$ cat src/rtl/pe_mac_os_if.sv
// pe_mac_os_if: operand, psum and control bundle of one systolic PE.
// slave = the PE side, master = whoever drives the PE.
interface pe_mac_os_if #(
  parameter int DATA_W = 8,
  parameter int ACC_W  = 24
);
  logic [DATA_W-1:0] a_in;
  logic              a_vld_in;
  logic [DATA_W-1:0] b_in;
  logic              b_vld_in;
  logic [ACC_W-1:0]  psum_in;
  logic              psum_vld_in;
  logic              mode;
  logic              clear;
  logic              drain;
  logic [DATA_W-1:0] a_out;
  logic              a_vld_out;
  logic [DATA_W-1:0] b_out;
  logic              b_vld_out;
  logic [ACC_W-1:0]  psum_out;
  logic              psum_vld_out;
  logic              busy;
  logic              ovf;

  modport slave (
    input  a_in, a_vld_in, b_in, b_vld_in, psum_in, psum_vld_in, mode, clear, drain,
    output a_out, a_vld_out, b_out, b_vld_out, psum_out, psum_vld_out, busy, ovf
  );

  modport master (
    output a_in, a_vld_in, b_in, b_vld_in, psum_in, psum_vld_in, mode, clear, drain,
    input  a_out, a_vld_out, b_out, b_vld_out, psum_out, psum_vld_out, busy, ovf
  );
endinterface

$ cat src/rtl/pe_mac_os.sv
// pe_mac_os: systolic MAC processing element.
//   mode=0 CHAIN : psum_out = psum_in + a*b, one cycle latency.
//   mode=1 LOCAL : output-stationary accumulate, then drain own result and
//                  forward FWD_CNT upstream results down the column.
// Optional macro PE_MAC_SAT_EN: saturating adds with sticky ovf; when
// undefined all adds wrap and ovf stays 0.
module pe_mac_os #(
  parameter int          DATA_W  = 8,
  parameter int          ACC_W   = 24,
  parameter int unsigned SIGNED  = 1,
  parameter int          FWD_CNT = 0
) (
  input  logic         clk,
  input  logic         rst,
  pe_mac_os_if.slave   bus
);

  typedef enum logic [1:0] {IDLE, ACC, DRAIN, FWD} state_e;

  localparam int CNT_W = (FWD_CNT > 0) ? $clog2(FWD_CNT + 1) : 1;

  state_e            state_q, state_d;
  logic [DATA_W-1:0] a_q, a_d, b_q, b_d;
  logic              a_vld_q, a_vld_d, b_vld_q, b_vld_d;
  logic [ACC_W-1:0]  psum_q, psum_d, acc_q, acc_d;
  logic              psum_vld_q, psum_vld_d;
  logic              ovf_q, ovf_d;
  logic              mode_q, mode_d;
  logic              dirty_q, dirty_d;
  logic [CNT_W-1:0]  cnt_q, cnt_d;

  logic              fire;
  logic [2*DATA_W-1:0] prod_raw;
  logic [ACC_W-1:0]  prod;
  logic [ACC_W-1:0]  acc_sum, chain_sum;
  logic              acc_ovf, chain_ovf;

  assign fire = bus.a_vld_in & bus.b_vld_in;

  // Full-precision product, then sign/zero extended to the accumulator width.
  generate
    if (SIGNED != 0) begin : g_signed
      logic signed [2*DATA_W-1:0] a_ext, b_ext;
      assign a_ext    = (2*DATA_W)'($signed(bus.a_in));
      assign b_ext    = (2*DATA_W)'($signed(bus.b_in));
      assign prod_raw = a_ext * b_ext;
      assign prod     = ACC_W'($signed(prod_raw));
    end else begin : g_unsigned
      assign prod_raw = (2*DATA_W)'(bus.a_in) * (2*DATA_W)'(bus.b_in);
      assign prod     = ACC_W'(prod_raw);
    end
  endgenerate

  // Returns {overflow, sum}; saturates only when the macro is set.
  function automatic logic [ACC_W:0] add_acc(input logic [ACC_W-1:0] x,
                                             input logic [ACC_W-1:0] y);
`ifdef PE_MAC_SAT_EN
    logic [ACC_W:0] s;
    if (SIGNED != 0) begin
      s = {x[ACC_W-1], x} + {y[ACC_W-1], y};
      // Sign of the extended sum picks the rail: negative -> min, else max.
      if (s[ACC_W] != s[ACC_W-1])
        return {1'b1, s[ACC_W], {(ACC_W-1){~s[ACC_W]}}};
      return {1'b0, s[ACC_W-1:0]};
    end else begin
      s = {1'b0, x} + {1'b0, y};
      if (s[ACC_W])
        return {1'b1, {ACC_W{1'b1}}};
      return {1'b0, s[ACC_W-1:0]};
    end
`else
    return {1'b0, x + y};
`endif
  endfunction

  assign {acc_ovf, acc_sum}     = add_acc(acc_q, prod);
  assign {chain_ovf, chain_sum} = add_acc(bus.psum_vld_in ? bus.psum_in : '0,
                                          fire ? prod : '0);

  // Next-state: operand pipes, chain add, LOCAL FSM, clear override.
  always_comb begin
    a_d        = bus.a_vld_in ? bus.a_in : a_q;
    a_vld_d    = bus.a_vld_in;
    b_d        = bus.b_vld_in ? bus.b_in : b_q;
    b_vld_d    = bus.b_vld_in;
    psum_d     = psum_q;
    psum_vld_d = 1'b0;
    acc_d      = acc_q;
    ovf_d      = ovf_q;
    state_d    = state_q;
    cnt_d      = cnt_q;
    dirty_d    = dirty_q;
    // Mode is live while idle and frozen once a LOCAL sequence is running.
    mode_d     = (state_q == IDLE) ? bus.mode : mode_q;

    if (!mode_d) begin
      psum_d     = chain_sum;
      psum_vld_d = fire | bus.psum_vld_in;
      ovf_d      = ovf_q | chain_ovf;
    end else begin
      case (state_q)
        IDLE, ACC: begin
          if (bus.drain) begin
            psum_d     = acc_q;
            psum_vld_d = 1'b1;
            acc_d      = fire ? prod : '0;
            dirty_d    = fire;
            state_d    = DRAIN;
          end else if (fire) begin
            acc_d   = acc_sum;
            ovf_d   = ovf_q | acc_ovf;
            state_d = ACC;
          end
        end
        DRAIN: begin
          if (fire) begin
            acc_d   = acc_sum;
            ovf_d   = ovf_q | acc_ovf;
            dirty_d = 1'b1;
          end
          if (FWD_CNT > 0) begin
            state_d = FWD;
          end else begin
            state_d = dirty_d ? ACC : IDLE;
            dirty_d = 1'b0;
          end
        end
        FWD: begin
          if (fire) begin
            acc_d   = acc_sum;
            ovf_d   = ovf_q | acc_ovf;
            dirty_d = 1'b1;
          end
          if (bus.psum_vld_in) begin
            psum_d     = bus.psum_in;
            psum_vld_d = 1'b1;
            if (int'(cnt_q) + 1 >= FWD_CNT) begin
              cnt_d   = '0;
              state_d = dirty_d ? ACC : IDLE;
              dirty_d = 1'b0;
            end else begin
              cnt_d = cnt_q + 1'b1;
            end
          end
        end
        default: state_d = IDLE;
      endcase
    end

    // Clear wins over accumulate but leaves drain/forward sequencing alone.
    if (bus.clear) begin
      acc_d = fire ? prod : '0;
      ovf_d = 1'b0;
    end
  end

  // State and output registers.
  always_ff @(posedge clk or negedge rst) begin
    if (!rst) begin
      state_q    <= IDLE;
      a_q        <= '0;
      a_vld_q    <= 1'b0;
      b_q        <= '0;
      b_vld_q    <= 1'b0;
      psum_q     <= '0;
      psum_vld_q <= 1'b0;
      acc_q      <= '0;
      ovf_q      <= 1'b0;
      mode_q     <= 1'b0;
      dirty_q    <= 1'b0;
      cnt_q      <= '0;
    end else begin
      state_q    <= state_d;
      a_q        <= a_d;
      a_vld_q    <= a_vld_d;
      b_q        <= b_d;
      b_vld_q    <= b_vld_d;
      psum_q     <= psum_d;
      psum_vld_q <= psum_vld_d;
      acc_q      <= acc_d;
      ovf_q      <= ovf_d;
      mode_q     <= mode_d;
      dirty_q    <= dirty_d;
      cnt_q      <= cnt_d;
    end
  end

  assign bus.a_out        = a_q;
  assign bus.a_vld_out    = a_vld_q;
  assign bus.b_out        = b_q;
  assign bus.b_vld_out    = b_vld_q;
  assign bus.psum_out     = psum_q;
  assign bus.psum_vld_out = psum_vld_q;
  assign bus.busy         = (state_q != IDLE);
  assign bus.ovf          = ovf_q;

endmodule

$ cat src/flat_wrapper.sv
// flat-port wrapper written by rule: the top's interface ports become plain ports
module pe_mac_os_flat 
#(
  parameter int          DATA_W  = 8,
  parameter int          ACC_W   = 24,
  parameter int unsigned SIGNED  = 1,
  parameter int          FWD_CNT = 0
)
  (clk, rst, bus_a_in, bus_a_vld_in, bus_b_in, bus_b_vld_in, bus_psum_in, bus_psum_vld_in, bus_mode, bus_clear, bus_drain, bus_a_out, bus_a_vld_out, bus_b_out, bus_b_vld_out, bus_psum_out, bus_psum_vld_out, bus_busy, bus_ovf);
  pe_mac_os_if #(.DATA_W(DATA_W), .ACC_W(ACC_W)) bus_i ();
  input  logic clk;
  input  logic rst;
  input wire logic [$bits(bus_i.a_in)-1:0] bus_a_in;
  input wire logic [$bits(bus_i.a_vld_in)-1:0] bus_a_vld_in;
  input wire logic [$bits(bus_i.b_in)-1:0] bus_b_in;
  input wire logic [$bits(bus_i.b_vld_in)-1:0] bus_b_vld_in;
  input wire logic [$bits(bus_i.psum_in)-1:0] bus_psum_in;
  input wire logic [$bits(bus_i.psum_vld_in)-1:0] bus_psum_vld_in;
  input wire logic [$bits(bus_i.mode)-1:0] bus_mode;
  input wire logic [$bits(bus_i.clear)-1:0] bus_clear;
  input wire logic [$bits(bus_i.drain)-1:0] bus_drain;
  output wire logic [$bits(bus_i.a_out)-1:0] bus_a_out;
  output wire logic [$bits(bus_i.a_vld_out)-1:0] bus_a_vld_out;
  output wire logic [$bits(bus_i.b_out)-1:0] bus_b_out;
  output wire logic [$bits(bus_i.b_vld_out)-1:0] bus_b_vld_out;
  output wire logic [$bits(bus_i.psum_out)-1:0] bus_psum_out;
  output wire logic [$bits(bus_i.psum_vld_out)-1:0] bus_psum_vld_out;
  output wire logic [$bits(bus_i.busy)-1:0] bus_busy;
  output wire logic [$bits(bus_i.ovf)-1:0] bus_ovf;
  assign bus_i.a_in = bus_a_in;
  assign bus_i.a_vld_in = bus_a_vld_in;
  assign bus_i.b_in = bus_b_in;
  assign bus_i.b_vld_in = bus_b_vld_in;
  assign bus_i.psum_in = bus_psum_in;
  assign bus_i.psum_vld_in = bus_psum_vld_in;
  assign bus_i.mode = bus_mode;
  assign bus_i.clear = bus_clear;
  assign bus_i.drain = bus_drain;
  assign bus_a_out = bus_i.a_out;
  assign bus_a_vld_out = bus_i.a_vld_out;
  assign bus_b_out = bus_i.b_out;
  assign bus_b_vld_out = bus_i.b_vld_out;
  assign bus_psum_out = bus_i.psum_out;
  assign bus_psum_vld_out = bus_i.psum_vld_out;
  assign bus_busy = bus_i.busy;
  assign bus_ovf = bus_i.ovf;
  pe_mac_os #(.DATA_W(DATA_W), .ACC_W(ACC_W), .SIGNED(SIGNED), .FWD_CNT(FWD_CNT)) u_core (.clk(clk), .rst(rst), .bus(bus_i));
endmodule
$ cat config.mk
export PLATFORM = sky130hd
export DESIGN_NAME = pe_mac_os_flat
export DESIGN_NICKNAME = d
export VERILOG_FILES = /design/src/rtl/pe_mac_os_if.sv /design/src/rtl/pe_mac_os.sv /design/src/flat_wrapper.sv
export SDC_FILE = /design/constraint.sdc
export NUM_CORES = 1
export LEC_CHECK = 0
export ABC_CLOCK_PERIOD_IN_PS = 5200
export BUFFER_PORTS_ARGS = -buffer_cell sky130_fd_sc_hd__buf_2
export CAP_MARGIN = 20
export CORE_ASPECT_RATIO = 2
export CORE_MARGIN = 2
export CORE_UTILIZATION = 40
export DETAILED_ROUTE_END_ITERATION = 10
export PLACE_DENSITY_LB_ADDON = 0.12
export SLEW_MARGIN = 25
export SYNTH_ARGS = -nofsm -noshare
export SYNTH_HDL_FRONTEND = slang
export SYNTH_SLANG_ARGS = --single-unit
$ cat constraint.sdc
create_clock -name clk -period 5.2 [get_ports clk]
set_input_delay 0.26 -clock clk [delete_from_list [all_inputs] [get_ports clk]]
set_output_delay 0.26 -clock clk [all_outputs]
set_load 0.01 [all_outputs]
; ---- After elaboration in Yosys (flattened, before gate mapping)
; Cells that the tools add are included.
[op_classes]
addsub = 4
mul = 1
n_lt_le_gt_ge = 1
n_eq_ne = 11
muxes = 34
bitwise = 2
n_reduce_logical = 11
[ops]
columns = op, count
row1 = 24-bit 2-to-1 mux, 9
row2 = 24-bit one-hot mux with 2 select lines, 2
row3 = 24-bit adder, 2
row4 = "32-bit by 1-bit greater-or-equal comparator with 1-bit output, second input constant", 1
row5 = 8-bit by 8-bit multiplier with 16-bit output, 1
row6 = 1-bit 2-to-1 mux, 16
row7 = "3-bit inequality test, second input constant", 3
row8 = 2-bit 2-to-1 mux, 4
row9 = 2-bit one-hot mux with 3 select lines, 1
row10 = 3-bit AND reduction, 2
row11 = "2-bit == test, second input constant", 2
row12 = "2-bit by 1-bit inequality test with 1-bit output, second input constant", 2
row13 = "2-bit inequality test, second input constant", 2
row14 = 2-bit AND reduction, 2
row15 = 4-bit AND reduction, 1
row16 = 2-bit nonzero test, 2
row17 = 2-bit OR reduction, 2
row18 = 4-bit OR reduction, 1
row19 = "3-bit by 2-bit inequality test with 1-bit output, second input constant", 1
row20 = 1-bit one-hot mux with 3 select lines, 1
row21 = "1-bit by 1-bit adder with 2-bit output, second input constant", 1
row22 = "2-bit by 1-bit == test with 1-bit output, second input constant", 1
row23 = 2-bit zero test, 1
row24 = 1-bit one-hot mux with 2 select lines, 1
row25 = other kinds (3), 3
[word_totals]
ff_bits = 73
inputBits = 48
out_inout_bits = 45
elab_cells = 76

; ---- Logic depth before layout (Yosys ltp)
; Gate-level depths: netlist of the first run.
[depth]
ltp_word = 8
depth_mapped = 29

; ---- Worst setup path after synthesis of the first run
; OpenSTA, ideal clock, no wires.
[synth_timing]
kind = input to register
startpoint = input bus_a_in[7]
endpoint = register u_core.psum_q[23], in the netlist u_core.bus.psum_out[23]
arrival_time_ns = 6.282
required_ns = 5.123
path_slack_ns = -1.159
path_stages = 28
n_path_buf = 1
path_cell_list = clkbuf_1 and2_1 ha_1 inv_1 fa_1 inv_1 fa_1 inv_1 fa_1 inv_1 ha_1 o21a_1 o21a_1 a2111oi_4 o31ai_2 a21oi_2 xnor2_2 and2_4 ha_1 nand2_1 a21oi_1 a211oi_2 o211ai_1 a311o_1 a21o_1 a31oi_4 xnor3_1 o21ai_1
[synth_via]
elab_chain_len = 4
[synth_rtl]
columns = item, line_no
row1 = "start, declared", flat_wrapper.sv:13  ; input wire logic [$bits(bus_i.a_in)-1:0] bus_a_in;
row2 = 8-bit by 8-bit multiplier with 16-bit output, pe_mac_os.sv:46  ; assign prod_raw = a_ext * b_ext;
row3 = 24-bit 2-to-1 mux, pe_mac_os.sv:78  ; fire ? prod : '0);
row4 = 24-bit adder, pe_mac_os.sv:72  ; return {1'b0, x + y};
row5 = 24-bit 2-to-1 mux, pe_mac_os.sv:96  ; if (!mode_d) begin
row6 = "end signal, assigned", pe_mac_os.sv:178  ; psum_q <= psum_d;
row7 = "end, declared", pe_mac_os.sv:25  ; logic [ACC_W-1:0] psum_q, psum_d, acc_q, acc_d;
; No other way between the ends.
; A chain may end at the register's enable or synchronous reset.

; ---- Worst setup path after layout of the first run
[layout_timing]
startpoint = input bus_b_in[7]
endpoint = register u_core.psum_q[23], in the netlist u_core.bus.psum_out[23]
[layout_via]
elab_chain_len = 4
[layout_rtl]
columns = item, line_no
row1 = "start, declared", flat_wrapper.sv:15  ; input wire logic [$bits(bus_i.b_in)-1:0] bus_b_in;
row2 = 8-bit by 8-bit multiplier with 16-bit output, pe_mac_os.sv:46
row3 = 24-bit 2-to-1 mux, pe_mac_os.sv:78
row4 = 24-bit adder, pe_mac_os.sv:72
row5 = 24-bit 2-to-1 mux, pe_mac_os.sv:96
; No other way between the ends.

==> metrics.txt, run 1 <==
status finished with violations; failing checks setup timing; CTS max path bufs 2; slew of the pin with the lowest slew margin 965.4 ps; routed vias 7920; first-pass GRT wire length 40.95 mm; synthesis-stage register bit count 71; post-layout min period 5893 ps; fin nets 1424; Pre-antenna DRT Iters 4; Die Height 207.4 um; H-tree depth 3; CP Max Fanout 5; Syn Std Cell Area 8275 um^2; final setup fails 22; critical path arrival 6180 ps; die area 21920 um^2; Unique masters post-synth 70; antenna diode count 0; initial antenna violation count 0; worst-case clock skew 7.343 ps; Avg Inst Size Synth 8.514 um^2; Routed Antenna Nets 0; GP Congestion 0.9289; Synth Net Count 1153; register area share after synthesis 0.2147; Synth async-reset ratio 1.000; MaxCap Viol Count 0; Slew HR 0.3540; number of synthesized flops with an enable pin 0; total gr overflow 0; kind of critical path input pin to flip-flop; share of cells above drive strength 1 0.3782; Post-Route WL 25.75 mm; drt initial violations 312; root buffer cell clkbuf_16; max-slew violations 0; worst path required time 5480 ps; die width 105.7 um; Startpoint Class input pin; Cells after Synth 972; Hold WC Path Type input pin to flip-flop; largest net degree at the start of global routing 54; Post-synth top flop dfrtp_1; Cells after DPL 1472; DRC 0; synth warn 0; CTS tree done; worst setup margin -692.6 ps; Area Growth Syn to Fin 42.27%; commonest non-fill, non-tap cell in the layout buf_4; Reg2Reg Setup Slack 1990 ps; cell row count 74; WL/cell 17.01 um; CTS Sinks 71; DP Worst Slack -1139 ps; Avg Vias per Cell 5.231; num ports 93; Initial Util 0.4063; Finished Layout Cells 1514; Total GRT Usage 0.2377; Buffers on Ports 91; highest-count cells in the layout ignoring fill and taps buf_4, inv_1, nand2_1, buf_2, dfrtp_1; crit end category flip-flop; Fillers 1887; Tcrit/Tclk final 1.133; later-pin clock latency in the skew report 370 ps; RSZ-0062 raised after global routing true; Clock transition at path regs 70 ps; Inserted Clock Buffers 9; vias in the first global route 8184; Hold Fails Final Rpt 0; DP HPWL 20.74 mm; Core Area 20370 um^2; Achievable Freq 169.7 MHz
[metrics by stage]
step / instance area [um^2] / TNS, ps / hold WS (ps) / util
2_1_floorplan: 8533 / -5652 / -35.59 / -
3_3_place_gp: 10510 / -20570 / 167.4 / 0.5159
3_5_place_dp: 10510 / -20910 / 169.5 / 0.5159
4_1_cts: 11130 / -8158 / 168.4 / 0.5465
5_1_grt: 11770 / -12370 / 179.3 / 0.5780
6_report: 11770 / -7982 / 166.2 / 0.5780
[synth_stat cells (20+ instances only)]
| master | instances | area share |
|---|---|---|
| nand2_1 | 84 | 0.038 |
| xnor2_1 | 37 | 0.039 |
| inv_1 | 103 | 0.047 |
| ha_1 | 76 | 0.11 |
| and2_1 | 73 | 0.055 |
| nor2_1 | 52 | 0.024 |
| fa_1 | 57 | 0.14 |
| a21oi_1 | 51 | 0.031 |
| a21o_1 | 20 | 0.018 |
| clkbuf_1 | 27 | 0.012 |
| nand3_1 | 59 | 0.036 |
| o211ai_1 | 30 | 0.027 |
| o21ai_0 | 59 | 0.036 |
| dfrtp_1 | 71 | 0.21 |
[cell type report]
class,count,area (um^2),area share
clock inverters,7,72.57,0.006164
inverters,104,392.9,0.03337
clock buffers,9,225.2,0.01913
multi-input cells,762,6807,0.5781
well taps,266,332.8,0.02827
repair buffers,295,2167,0.1841
flip-flops and latches,71,1777,0.1509
[registers in the layout, summed over array words and instances, names as in the netlist]
signal                   count
u_core.acc_q                24
u_core.bus.psum_out         24
u_core.bus.a_out             8
u_core.bus.b_out             8
u_core.state_q               2
u_core.bus.a_vld_out         1
u_core.bus.b_vld_out         1
u_core.bus.psum_vld_out      1
u_core.dirty_q               1
u_core.mode_q                1
[what timing repair did]
item / in CTS / in global routing
resized for setup: 61 / 110
cloned: 0 / 0
pin swaps: 42 / 71
hold endpoints to repair: 18 / 0
endpoints found under the setup margin: 24 / 28
hold buffers: 1 / 0
buffers inserted: 11 / 19
[worst max-delay path: stages]
cell	delay (ps)
buf_6	110
buf_6	110
fa_2	600
inv_2	50
fa_1	510
inv_2	40
fa_1	540
inv_2	40
fa_2	530
inv_2	40
ha_4	260
o21ai_4	90
o21ai_4	100
a2111oi_4	450
o31ai_2	110
a21oi_2	250
xnor2_4	160
and2_4	240
buf_4	130
ha_1	270
inv_1	100
nor3_1	60
a311o_1	390
a21o_1	220
a31oi_4	150
xnor3_1	220
o21ai_1	130
[final timing paths]
path	startpoint	to	cells past startpoint
worst max-delay path	bus_b_in[7]	u_core.bus.psum_out[23]$_DFFE_PN0P_	27
worst min-delay path	bus_b_in[3]	u_core.bus.b_out[3]$_DFFE_PN0P_	2
worst max register to register	u_core.state_q[1]$_DFFE_PN0P_	u_core.acc_q[21]$_DFFE_PN0P_	8
worst min register to register	u_core.bus.b_out[7]$_DFFE_PN0P_	u_core.bus.b_out[7]$_DFFE_PN0P_	1
max in group asynchronous	rst	u_core.bus.psum_out[21]$_DFFE_PN0P_	3
min in group asynchronous	rst	u_core.bus.b_out[2]$_DFFE_PN0P_	2
[metal layers]
metal | GRT usage | share of wire
met5 | 0 | 0
met4 | 0.1057 | 0.038
met3 | 0.02857 | 0.022
met2 | 0.4836 | 0.60
met1 | 0.2285 | 0.34
[cell families (layout without fill, tap and decap cells)]
family                   count (synthesis)  after routing  share of synthesized area
multiplexers                            22             22                    0.02933
XOR/XNOR                                52             52                    0.05761
AO/OA/AOI/OAI                          229            229                     0.1839
buffers and inverters                  139            415                    0.06350
flip-flops                              71             71                     0.2147
adder cells (fa/ha/maj)                133            133                     0.2528
other                                    1              1                  0.0004531
AND/OR/NAND/NOR                        325            325                     0.1978
Power of run 1 is not shown: default switching activity piles up to over one toggle a cycle in this logic, so the estimate is an artifact.
==> run 2: changes to the inputs <==
- CELL_PAD_IN_SITES_DETAIL_PLACEMENT: unset -> 1
- CELL_PAD_IN_SITES_GLOBAL_PLACEMENT: unset -> 1
==> metrics.txt, run 2 (synthesis results as in run 1) <==
failing checks setup timing; crit end category flip-flop; worst setup margin -715.9 ps (-23.34 ps); commonest non-fill, non-tap cell in the layout buf_4; CP Max Fanout 3 (-2); die area 21920 um^2 (unchanged); RSZ-0062 raised after global routing true; Total GRT Usage 0.2706 (+0.03297); num ports 93 (unchanged); post-layout min period 5916 ps (+23.34 ps); worst path required time 5490 ps (about the same); routed vias 8220 (+3.8%); worst-case clock skew 12.01 ps (+4.669 ps); critical path's most frequent cell inv_2; kind of critical path input pin to flip-flop; max incr delay on CP 560 ps (-40 ps); die width 105.7 um (unchanged); Initial Util 0.4063 (unchanged); Buffers on Ports 91 (unchanged); GP Congestion 0.8568 (-7.8%); WL/cell 19.74 um (+16%); Post-Route WL 29.77 mm (+16%); CTS max path bufs 2 (unchanged); Die Height 207.4 um (unchanged); first-pass GRT wire length 46.35 mm (+13%); Slew HR 0.3472 (-0.006765); later-pin clock latency in the skew report 370 ps (about the same); Pre-antenna DRT Iters 4 (unchanged); WP buf/inv 5 (-3); largest net degree at the start of global routing 72 (+33%); Core Area 20370 um^2 (unchanged); Inserted Clock Buffers 9 (unchanged); H-tree depth 3 (unchanged); status finished with violations; cell row count 74 (unchanged); fin nets 1418 (-0.42%); Startpoint Class input pin; Achievable Freq 169.0 MHz (-0.39%); Avg Vias per Cell 5.451 (+4.2%); initial antenna violation count 0 (unchanged); cell family with most CP delay adder cells; Hold Fails Final Rpt 0 (unchanged); Fillers 2426 (+29%); drt initial violations 297 (-4.8%); CTS tree done; CTS Sinks 71 (unchanged); share of cells above drive strength 1 0.3671 (-0.01106); highest-count cells in the layout ignoring fill and taps buf_4, inv_1, buf_2, nand2_1, dfrtp_1; Routed Antenna Nets 0 (unchanged); max-slew violations 0 (unchanged); root buffer cell clkbuf_16; Clock transition at path regs 60 ps (about the same); final setup fails 24 (+9.1%); MaxCap Viol Count 0 (unchanged); Final Util 0.5660 (-0.01198); critical path arrival 6210 ps (+30 ps); Hold WC Path Type input pin to flip-flop; crit path max-delay cell type fa_1; slew of the pin with the lowest slew margin 975.5 ps (+10.11 ps); vias in the first global route 9095 (+11%); Tcrit/Tclk final 1.138 (+0.004488); antenna diode count 0 (unchanged); DP HPWL 22.79 mm (+9.9%); DRC 0 (unchanged); total gr overflow 0 (unchanged); Area Growth Syn to Fin 39.33%
-- run 2: final timing paths --
kind,depth (start not counted),to,slack (ps),start
setup / recovery,26,u_core.acc_q[21]$_DFFE_PN0P_,-720,bus_b_in[4]
hold / removal,2,u_core.bus.a_out[4]$_DFFE_PN0P_,160,bus_a_in[4]
setup reg to reg,13,u_core.acc_q[16]$_DFFE_PN0P_,2080,u_core.acc_q[0]$_DFFE_PN0P_
hold reg to reg,1,u_core.bus.b_out[5]$_DFFE_PN0P_,500,u_core.bus.b_out[5]$_DFFE_PN0P_
max in group asynchronous,2,u_core.acc_q[18]$_DFFE_PN0P_,4180,rst
min in group asynchronous,2,u_core.bus.a_out[1]$_DFFE_PN0P_,480,rst
-- run 2: metal layers --
metal | track usage | share of wire
met5 | 0 | 0
met2 | 0.5548 | 0.59
met1 | 0.2593 | 0.34
met3 | 0.03014 | 0.020
met4 | 0.1175 | 0.050
-- run 2: area by class of cell --
type / instances / area, um^2 / share of cell area
clock buffer: 11 / 252.7 / 0.02192
sequential: 71 / 1777 / 0.1541
timing repair buffer: 289 / 2027 / 0.1758
multi-input combinational: 762 / 6713 / 0.5822
inverter: 104 / 395.4 / 0.03429
clock inverter: 5 / 32.53 / 0.002821
tap: 266 / 332.8 / 0.02887
-- run 2: repair_timing --
action                                  4_1_cts  5_1_grt
resized for setup                            81       53
endpoints found under the setup margin       25       28
pin swaps                                    47       45
gates cloned                                  0        0
hold endpoints to repair                      0       21
hold buffers                                  0        1
buffers inserted                             22       14
-- run 2: metrics by stage --
stage | setup slack (ps) | instances | cell area, um^2 | setup TNS, ps | hold slack (ps)
after floorplan | -708.0 | 972 | 8533 | -5652 | -35.59
after global placement | -1065 | 1466 | 10440 | -19200 | 487.1
after detailed placement | -1162 | 1466 | 10440 | -21700 | 487.7
after CTS | -716.6 | 1496 | 11190 | -8118 | 95.09
after global routing | -933.0 | 1508 | 11530 | -14570 | 182.9
final | -715.9 | 1508 | 11530 | -8809 | 163.0
-- run 2: worst reg2reg max path, delay by kind of cell (launching register included) --
family          cells  cell delay [ps]
fa+ha+maj           2              680
simple gates        1              120
flops               1              410
compound gates      7             1350
buf+inv             2              320
mux                 1              100
Power of run 2 is left out for the same reason.
==> run 3: changes to the inputs <==
- CELL_PAD_IN_SITES_DETAIL_PLACEMENT: 1 -> unset
- CELL_PAD_IN_SITES_GLOBAL_PLACEMENT: 1 -> unset
- RECOVER_POWER: unset -> 100
==> metrics.txt, run 3 (synthesis results as in run 1) <==
status finished with violations; failing checks capacitance limit, slew limit, setup timing; CTS max path bufs 2 (unchanged); reg2reg start u_core.state_q[1]$_DFFE_PN0P_; kind of critical path input pin to flip-flop; slew of the pin with the lowest slew margin 3036 ps (+2061 ps); Total GRT Usage 0.2377 (-0.03297); Clock transition at path regs 70 ps (about the same); WHS Endpoint u_core.bus.b_out[3]$_DFFE_PN0P_; setup TNS -7984 ps (+824.6 ps); commonest non-fill, non-tap cell in the layout buf_4; Hold Fails Final Rpt 0 (unchanged); Achievable Freq 169.8 MHz (+0.44%); H-tree depth 3 (unchanged); worst setup margin -690.2 ps (+25.71 ps); RSZ-0062 raised after global routing true; cell row count 74 (unchanged); Inserted Clock Buffers 9 (unchanged); initial antenna violation count 0 (unchanged); share of cells above drive strength 1 0.3381 (-0.02901); critical path's most frequent cell inv_2; total gr overflow 0 (unchanged); Post-Route WL 25.81 mm (-13%); Core Area 20370 um^2 (unchanged); die area 21920 um^2 (unchanged); vias in the first global route 8184 (-10%); Die Height 207.4 um (unchanged); num ports 93 (unchanged); hold slack 163.5 ps (+0.5000 ps); worst-case clock skew 7.250 ps (-4.762 ps); WP buf/inv 8 (+3); CTS Sinks 71 (unchanged); Pre-antenna DRT Iters 5 (+1); worst path required time 5480 ps (about the same); Hold Path Depth 2 (unchanged); CP Max Fanout 5 (+2); CTS tree done; Initial Util 0.4063 (unchanged); routed vias 7960 (-3.2%); first-pass GRT wire length 40.95 mm (-12%); largest net degree at the start of global routing 54 (-25%); DRC 0 (unchanged); antenna diode count 0 (unchanged); WL/cell 17.05 um (-14%); die width 105.7 um (unchanged); critical path arrival 6170 ps (-40 ps); crit path max-delay cell type fa_2; Area Growth Syn to Fin 41.37%; GP Congestion 0.9289 (+8.4%); Tcrit/Tclk final 1.133 (-0.004944); DP Area 10510 um^2 (+0.67%); later-pin clock latency in the skew report 370 ps (about the same); hold_sp bus_b_in[3]; Buffers on Ports 91 (unchanged); Startpoint Class input pin; MaxCap Viol Count 2 (+2); Slew HR -1.024 (-1.371); cell family with most CP delay adder cells; post-layout min period 5890 ps (-25.71 ps); Stages on worst setup path 27 (+3.8%); Avg Vias per Cell 5.258 (-3.5%); design area 11700 um^2 (+1.5%); Reg2Reg Setup Slack 1340 ps (-740 ps); DP HPWL 20.74 mm (-9.0%); Fillers 1916 (-21%); highest-count cells in the layout ignoring fill and taps buf_4, inv_1, nand2_1, dfrtp_1, and2_1; root buffer cell clkbuf_16; Hold WC Path Type input pin to flip-flop; max-slew violations 87 (+87); worst reg2reg endpoint u_core.acc_q[21]$_DFFE_PN0P_; fin nets 1424 (+0.42%); crit end category flip-flop; final setup fails 22 (-8.3%); drt initial violations 298 (+0.34%); DP Worst Slack -1139 ps (+23.36 ps); r2r worst-path depth 6 (-7); Routed Antenna Nets 0 (unchanged); max incr delay on CP 600 ps (+40 ps)
-- run 3: cell types whose count changed in the layout (fill, tap and decap cells not counted), moves of 4 or more --
cell and delta:
buf_2 -50, clkbuf_1 +50, buf_6 +10, buf_4 -7, inv_2 +4, nor2_2 +4
-- run 3: worst max path at each step --
stage                start                                   to  slack, ps
2_1_floorplan  bus_a_in[7]  u_core.bus.psum_out[23]$_DFFE_PN0P_       -710
3_3_place_gp   bus_b_in[4]         u_core.acc_q[23]$_DFFE_PN0P_      -1150
3_5_place_dp   bus_b_in[4]         u_core.acc_q[23]$_DFFE_PN0P_      -1140
4_1_cts        bus_a_in[5]         u_core.acc_q[21]$_DFFE_PN0P_       -650
5_1_grt        bus_b_in[1]  u_core.bus.psum_out[23]$_DFFE_PN0P_       -870
6_report       bus_b_in[7]  u_core.bus.psum_out[23]$_DFFE_PN0P_       -690
-- run 3: what timing repair did --
item | in CTS | in global routing
gates cloned | 0 | 0
buffers inserted | 11 | 19
pin swaps | 42 | 71
gates resized for setup | 61 | 110
hold endpoints to repair | 18 | 0
setup endpoints to repair | 24 | 28
hold buffers | 1 | 0
-- run 3: routing by layer --
metal	vias up	global-route usage	routed length [um]
met5	-	0	0
met2	149	0.4836	15200
met4	0	0.1057	1127
li1	3867	-	-
met3	59	0.02857	637
met1	3885	0.2285	8847
-- run 3: through the flow --
step                      instances  utilization
final                          1514       0.5743
after global routing           1514       0.5743
after CTS                      1498       0.5465
after detailed placement       1472       0.5159
after global placement         1472       0.5159
after floorplan                 972            -
-- run 3: final cells by class --
class,instances,area [um^2],share of cell area
Clock buffer,9,225.2,0.01925
Clock inverter,7,72.57,0.006203
Sequential cell,71,1777,0.1519
Tap cell,266,332.8,0.02845
Inverter,104,392.9,0.03358
Timing Repair Buffer,295,2092,0.1788
Multi-Input combinational cell,762,6807,0.5818
Power of run 3 is left out for the same reason.
